--- src/rtl/centroid_scanner.sv ---
// centroid_scanner: walks the connected-components table after a frame, divides
// each label's x/y sums by its area with one shared restoring divider, and
// streams one centroid record per non-empty label on a valid/ready port.
module centroid_scanner #(
    parameter int unsigned LOC_W    = 32,
    parameter int unsigned COORD_W  = 16,
    parameter int unsigned ID_W     = 8,
    parameter int unsigned READ_LAT = 1
) (
    input  logic               clk,
    input  logic               reset_n,
    input  logic               start,
    input  logic [ID_W-1:0]    num_labels,
    output logic [ID_W-1:0]    obj_id,
    input  logic [LOC_W-1:0]   obj_area,
    input  logic [LOC_W-1:0]   obj_x,
    input  logic [LOC_W-1:0]   obj_y,
    output logic               c_valid,
    input  logic               c_ready,
    output logic [ID_W-1:0]    c_id,
    output logic [COORD_W-1:0] c_x,
    output logic [COORD_W-1:0] c_y,
    output logic [LOC_W-1:0]   c_area,
    output logic               busy,
    output logic               done
);

    localparam int unsigned CNT_W = (READ_LAT < 2) ? 1 : $clog2(READ_LAT + 1);
    localparam int unsigned BIT_W = $clog2(LOC_W);

    typedef enum logic [2:0] {
        StIdle, StWait, StLatch, StDivX, StDivY, StOut, StNext, StDone
    } state_e;

    state_e             state;
    logic [ID_W-1:0]    last;
    logic [CNT_W-1:0]   cnt;
    logic [BIT_W-1:0]   bit_cnt;
    logic [LOC_W-1:0]   area_q;
    logic [LOC_W-1:0]   y_q;
    logic [LOC_W-1:0]   rem;
    logic [LOC_W-1:0]   quo;

    logic [LOC_W:0]     rem_sh;
    logic               fits;
    logic [LOC_W-1:0]   rem_nxt;
    logic [LOC_W-1:0]   quo_nxt;
    logic [COORD_W-1:0] coord_sat;
    logic               last_bit;

    // One restoring-divide step: shift in the next numerator bit, subtract if it fits,
    // and saturate the finished quotient to the coordinate width.
    always_comb begin
        rem_sh    = {rem, quo[LOC_W-1]};
        fits      = rem_sh >= {1'b0, area_q};
        rem_nxt   = fits ? LOC_W'(rem_sh - {1'b0, area_q}) : rem_sh[LOC_W-1:0];
        quo_nxt   = {quo[LOC_W-2:0], fits};
        coord_sat = (|quo_nxt[LOC_W-1:COORD_W]) ? '1 : quo_nxt[COORD_W-1:0];
        last_bit  = bit_cnt == BIT_W'(LOC_W - 1);
    end

    // Scan sequencer, divider datapath and registered stream outputs.
    always_ff @(posedge clk or negedge reset_n) begin
        if (!reset_n) begin
            state   <= StIdle;
            last    <= '0;
            cnt     <= '0;
            bit_cnt <= '0;
            area_q  <= '0;
            y_q     <= '0;
            rem     <= '0;
            quo     <= '0;
            obj_id  <= '0;
            c_valid <= 1'b0;
            c_id    <= '0;
            c_x     <= '0;
            c_y     <= '0;
            c_area  <= '0;
            busy    <= 1'b0;
            done    <= 1'b0;
        end else begin
            unique case (state)
                StIdle: begin
                    obj_id <= '0;
                    if (start) begin
                        last <= num_labels;
                        busy <= 1'b1;
                        if (num_labels == '0) begin
                            done  <= 1'b1;
                            state <= StDone;
                        end else begin
                            obj_id <= ID_W'(1);
                            cnt    <= CNT_W'(READ_LAT);
                            state  <= StWait;
                        end
                    end
                end
                StWait: begin
                    cnt <= cnt - 1'b1;
                    if (cnt == CNT_W'(1)) state <= StLatch;
                end
                StLatch: begin
                    area_q <= obj_area;
                    y_q    <= obj_y;
                    if (obj_area == '0) begin
                        // Unused or merged label: nothing to emit.
                        state <= StNext;
                    end else begin
                        rem     <= '0;
                        quo     <= obj_x;
                        bit_cnt <= '0;
                        state   <= StDivX;
                    end
                end
                StDivX: begin
                    rem     <= rem_nxt;
                    quo     <= quo_nxt;
                    bit_cnt <= bit_cnt + 1'b1;
                    if (last_bit) begin
                        c_x     <= coord_sat;
                        rem     <= '0;
                        quo     <= y_q;
                        bit_cnt <= '0;
                        state   <= StDivY;
                    end
                end
                StDivY: begin
                    rem     <= rem_nxt;
                    quo     <= quo_nxt;
                    bit_cnt <= bit_cnt + 1'b1;
                    if (last_bit) begin
                        c_y     <= coord_sat;
                        c_id    <= obj_id;
                        c_area  <= area_q;
                        c_valid <= 1'b1;
                        state   <= StOut;
                    end
                end
                StOut: begin
                    if (c_ready) begin
                        c_valid <= 1'b0;
                        state   <= StNext;
                    end
                end
                StNext: begin
                    // Compare before increment so the top label id never wraps.
                    if (obj_id == last) begin
                        done  <= 1'b1;
                        state <= StDone;
                    end else begin
                        obj_id <= obj_id + 1'b1;
                        cnt    <= CNT_W'(READ_LAT);
                        state  <= StWait;
                    end
                end
                StDone: begin
                    done   <= 1'b0;
                    busy   <= 1'b0;
                    obj_id <= '0;
                    state  <= StIdle;
                end
                default: state <= StIdle;
            endcase
        end
    end

endmodule
--- config.mk ---
export PLATFORM = sky130hd
export DESIGN_NAME = centroid_scanner
export DESIGN_NICKNAME = d
export VERILOG_FILES = /design/src/rtl/centroid_scanner.sv
export SDC_FILE = /design/constraint.sdc
export NUM_CORES = 1
export LEC_CHECK = 0
export CORE_MARGIN = 3
export CORE_UTILIZATION = 30
export DETAILED_ROUTE_END_ITERATION = 8
export SLEW_MARGIN = 20
export SYNTH_ARGS = -nofsm -noshare
export SYNTH_HDL_FRONTEND = slang
export SYNTH_SLANG_ARGS = --single-unit
export TNS_END_PERCENT = 50
--- constraint.sdc ---
create_clock -name clk -period 4.6 [get_ports clk]
set_clock_uncertainty 0.15 [all_clocks]
set_input_delay 0.46 -clock clk [delete_from_list [all_inputs] [get_ports clk]]
set_output_delay 0.46 -clock clk [all_outputs]
set_load 0.03 [all_outputs]
==> impl.org <==
** GRT
- The number of antenna violations at the first check in global routing came to 0.
- The via count of the first global-routing pass came to approximately 9,200.
- The first global-routing pass estimated between 40,000 and 50,000 µm of wire.
- After global routing the overflow that remains totals 0.
- Grt peak-use layer :: met2
- Global-route track usage on met2 :: 0.255
- GR Layer Usage met3 :: 0.0250
- Largest net degree at the start of global routing :: approximately 120
- Across every metal layer, demand over resource in global routing totals 0.156.
- In the global route stage, met1 resource usage came out at 0.213.

** Synthesis
- During synthesis, Yosys emitted a total of 0 warnings.
- After synthesis, the mean cell area works out to between 10 and 15 µm².
- Summing every instance area after synthesis gives approximately 0.011 mm².
- dfrtp_1 takes more of the synthesized area than any other cell.
- Largest cells by area after synthesis :: dfrtp_1 51%, mux2_2 8.1%, o21ai_0 4.5%
- Cell with the most instances after synthesis :: dfrtp_1
- Most frequent cells after synthesis :: 228 x dfrtp_1, 117 x nand2_1, 101 x o21ai_0, 96 x nor2_1, 83 x a21oi_1
- Sequential share of the synthesized area :: 0.508
- Proportion of register bits with asynchronous set or reset after synthesis :: 1.00
- After synthesis the netlist holds a flip-flop and latch count of 228.
- The most used flip-flop cell after synthesis is dfrtp_1.
- Yosys mapped a number of flops with a built-in enable equal to 0.
- Yosys mapped the design onto 59 distinct sky130hd cell types.
- Of the post-synthesis cell area, the dominant cell type holds 0.508.
- The number of nets in the synthesized netlist is about 1,200.
- After technology mapping, the gate count stands at roughly 1,100.

** Power
- Peak supply drop :: 0.275 mV
- Sw Share :: 0.368
- For this design the total switching power over the nets is about 3.0 mW.
- Internal power comes to approximately 5.2 mW.
- For this design the static power due to leakage is roughly 6.4 nW.
- Logic pwr share :: 0.356
- The share of total power dissipated in sequential elements is 0.357.
- Pwr per Cell Area :: between 500 and 600 mW/mm²
- The share of total power dissipated in the clock network is 0.287.

** Routing
- Using the TritonRoute via totals, the vias-per-cell ratio works out to 5.10.
- For this block, the via count after detailed routing is ~9,000.
- The detail route stage leaves a number of antenna-violating nets equal to 0.
- In the routed design, unresolved DRC markers number 0.
- Per-cell routed wire length :: between 15 and 20 µm
- 1st-iter DRT viols :: roughly 600
- DRT Wirelength :: about 31,000 µm
- Number of optimization iterations in the first detailed-route pass :: 8

** Timing
- Total setup violations reported at the end of the flow :: 0
- Clock period minus worst slack :: between 3000 and 4000 ps
- The hold violation total from the final report was 0.
- Post-route fraction of the period consumed by the critical path :: 0.844
- Maximum operating frequency :: ~260 MHz
- Pin slew with the least headroom to its limit :: slightly above 1000 ps
- Setup repair after global routing left no endpoint under its margin.
- The number of max-slew violations in the final report is 0.
- Final sum of negative setup slack :: 0 ps
- The worst pin sits at a relative slew slack of 0.317.

** Cells and area
- Of the cells placed in the final design, the portion with a size suffix greater than 1 is 0.128.
- Area added between synthesis and finish :: 30.7%
- Final instance area :: between 0.01 and 0.015 mm²
- Antenna Cells :: 0
- Count of nets after finishing :: ~1,400

** Placed design
- Port Buf Inserts :: 190
- Detailed placement ended at an HPWL of 22,000 µm.
- The placed instances occupy a cell area of about 0.014 mm².
- The congestion estimate from routability-driven global placement came to just under 0.9.

** Clock network
- In this run the post-CTS setup repair buffer count came out at 0.
- H-tree depth :: 1
- The number of gates resized after CTS was 0.
- TritonCTS Buffers :: 28
- TritonCTS built the clock tree.
- The number of hold buffers added after CTS was 1.
- No sink is reached through more buffers than the 3 on the longest clock path.
- The cell sitting at the root of the clock tree is a clkbuf_16.
- After clock tree synthesis, the clock-pin slew on the worst setup and hold paths is approximately 60 ps.
- The clock drives between 200 and 250 sinks.
- Latest clock arrival within the worst-skew pair :: ~560 ps

** Critical path
- Cell breakdown of the critical path :: clkdlybuf4s50_1 -> nor4_1 -> nand4_1 -> nor4_1 -> buf_4 -> inv_1 -> o21ai_0 -> o21ai_4 -> buf_4 -> nor2_1 -> a21oi_1
- Largest fanout on the critical path :: 33
- Max stage delay on crit path :: roughly 770 ps
- Startpoint kind of the worst setup timing path :: primary input
- STA classifies the critical path endpoint as a flop.
- Data on the critical path arrives at its endpoint at just over 4000 ps.
- Required time worst endpoint :: 4870 ps
- Category of the most critical setup path :: primary input to flop
- Cell type of the slowest stage on the worst timing path :: nor4_1

** Floorplanning
- Core ar. :: roughly 0.037 mm²
- Width of the die :: around 200 µm
- Measured along the y axis, the die boundary spans between 150 and 200 µm.
- Ports placed on the boundary :: approximately 190
- Row generation in the floorplan step produced 70 rows.
- Initial Utilization :: 0.305
- Overall die area :: roughly 0.040 mm²

** Min path
- The min-delay analysis places its worst path in the category flop to flop.

** Flow run
- Maximum Capacitance Violations :: 0

** Status
- Result of the run :: complete, no violations
## layout make-up
type                    count  area [µm²]
multi-input cells         763        5140
well taps                 468         586
repair buffers            208        2070
clock inverters            12         190
flip-flops and latches    228        5710
clock buffers              40         826
inverters                  43         161
fillers                  3618       22100
## critical path, delay by kind of cell
family          cells  cell delay [ps]
buf+inv             4             1110
simple gates        4             1870
compound gates      3              700
## per-stage QoR
stage / cells / hold WS [ps] / power (mW) / worst slack [ps] / utilization
after CTS: 1762 / 331 / 8.36 / 650 / 0.399
after global routing: 1762 / 338 / 8.88 / 436 / 0.399
after detailed placement: 1709 / 319 / 5.93 / 82.8 / 0.371
final: 1762 / 327 / 8.25 / 720 / 0.399
after global placement: 1709 / 310 / 5.87 / 72.1 / 0.371
after floorplan: 1096 / 14.4 / 4.99 / 1320 / -
## sequential cells by signal (all words and copies together) (netlist names)
| signal | flops |
|---|---|
| area_q | 32 |
| c_area | 32 |
| quo | 32 |
| rem | 32 |
| y_q | 32 |
| c_x | 16 |
| c_y | 16 |
| c_id | 8 |
| last | 8 |
| obj_id | 8 |
| bit_cnt | 5 |
| state | 3 |
| busy | 1 |
| c_valid | 1 |
| cnt | 1 |
| done | 1 |
## metal layers
| metal | vias to the layer above | share of wire |
|---|---|---|
| li1 | 4315 | - |
| met1 | 4404 | 0.45 |
| met2 | 226 | 0.47 |
| met3 | 45 | 0.050 |
| met4 | 0 | 0.025 |
| met5 | - | 0 |
## logic make-up (layout without fill, tap and decap cells)
kind of cell    after synthesis  in the layout  share of synthesized area
flops                       228            228                      0.508
xor+xnor                     41             41                     0.0320
simple gates                291            291                      0.114
mux                         102            102                      0.100
buf+inv                     105            303                     0.0379
fa+ha+maj                    36             36                     0.0408
compound gates              293            293                      0.168
## worst paths after layout
path	startpoint	endpoint	slack (ps)	cells past startpoint
worst max-delay path	obj_area[0]	quo[25]	720	11
worst min-delay path	c_x[15]	c_x[15]	330	2
worst max register to register	quo[31]	rem[30]	910	14
worst min register to register	c_x[15]	c_x[15]	330	2
max in group asynchronous	reset_n	rem[17]	2800	3
min in group asynchronous	reset_n	last[5]	390	2
## power groups by stage
stage               clock, mW  combinational, mW  sequential, mW
finish                   2.37               2.93            2.94
global route             2.54               3.31            3.03
global placement            0               2.90            2.96
CTS                      2.44               2.96            2.95
floorplan                   0               2.13            2.86
detailed placement          0               2.95            2.98
## placed cells by master, fill, tap and decap left out, types with 4 or more instances in the layout
master | synthesis | final
ha_1 | 35 | 35
a21o_1 | 12 | 12
xnor2_1 | 26 | 26
nor2_1 | 96 | 95
mux2i_1 | 21 | 21
clkbuf_16 | 0 | 28
mux2_2 | 81 | 81
a21oi_1 | 83 | 82
o211ai_1 | 4 | 4
a211oi_1 | 4 | 4
inv_1 | 43 | 43
nor2b_1 | 6 | 5
nor4_1 | 16 | 16
o21bai_1 | 4 | 4
nor3_1 | 8 | 7
bufinv_16 | 0 | 4
clkbuf_1 | 51 | 4
a222oi_1 | 31 | 31
nand2_1 | 117 | 117
o221ai_1 | 9 | 9
clkbuf_8 | 0 | 8
a31oi_1 | 7 | 7
clkdlybuf4s50_1 | 0 | 189
dfrtp_1 | 228 | 228
nand3_1 | 10 | 10
nand2b_1 | 5 | 5
and3_1 | 10 | 9
nand4_1 | 13 | 13
xor2_1 | 15 | 15
o21ai_0 | 101 | 100
a221o_1 | 4 | 4
buf_4 | 1 | 15
No activity file was read; power rests on OpenSTA's default activity.
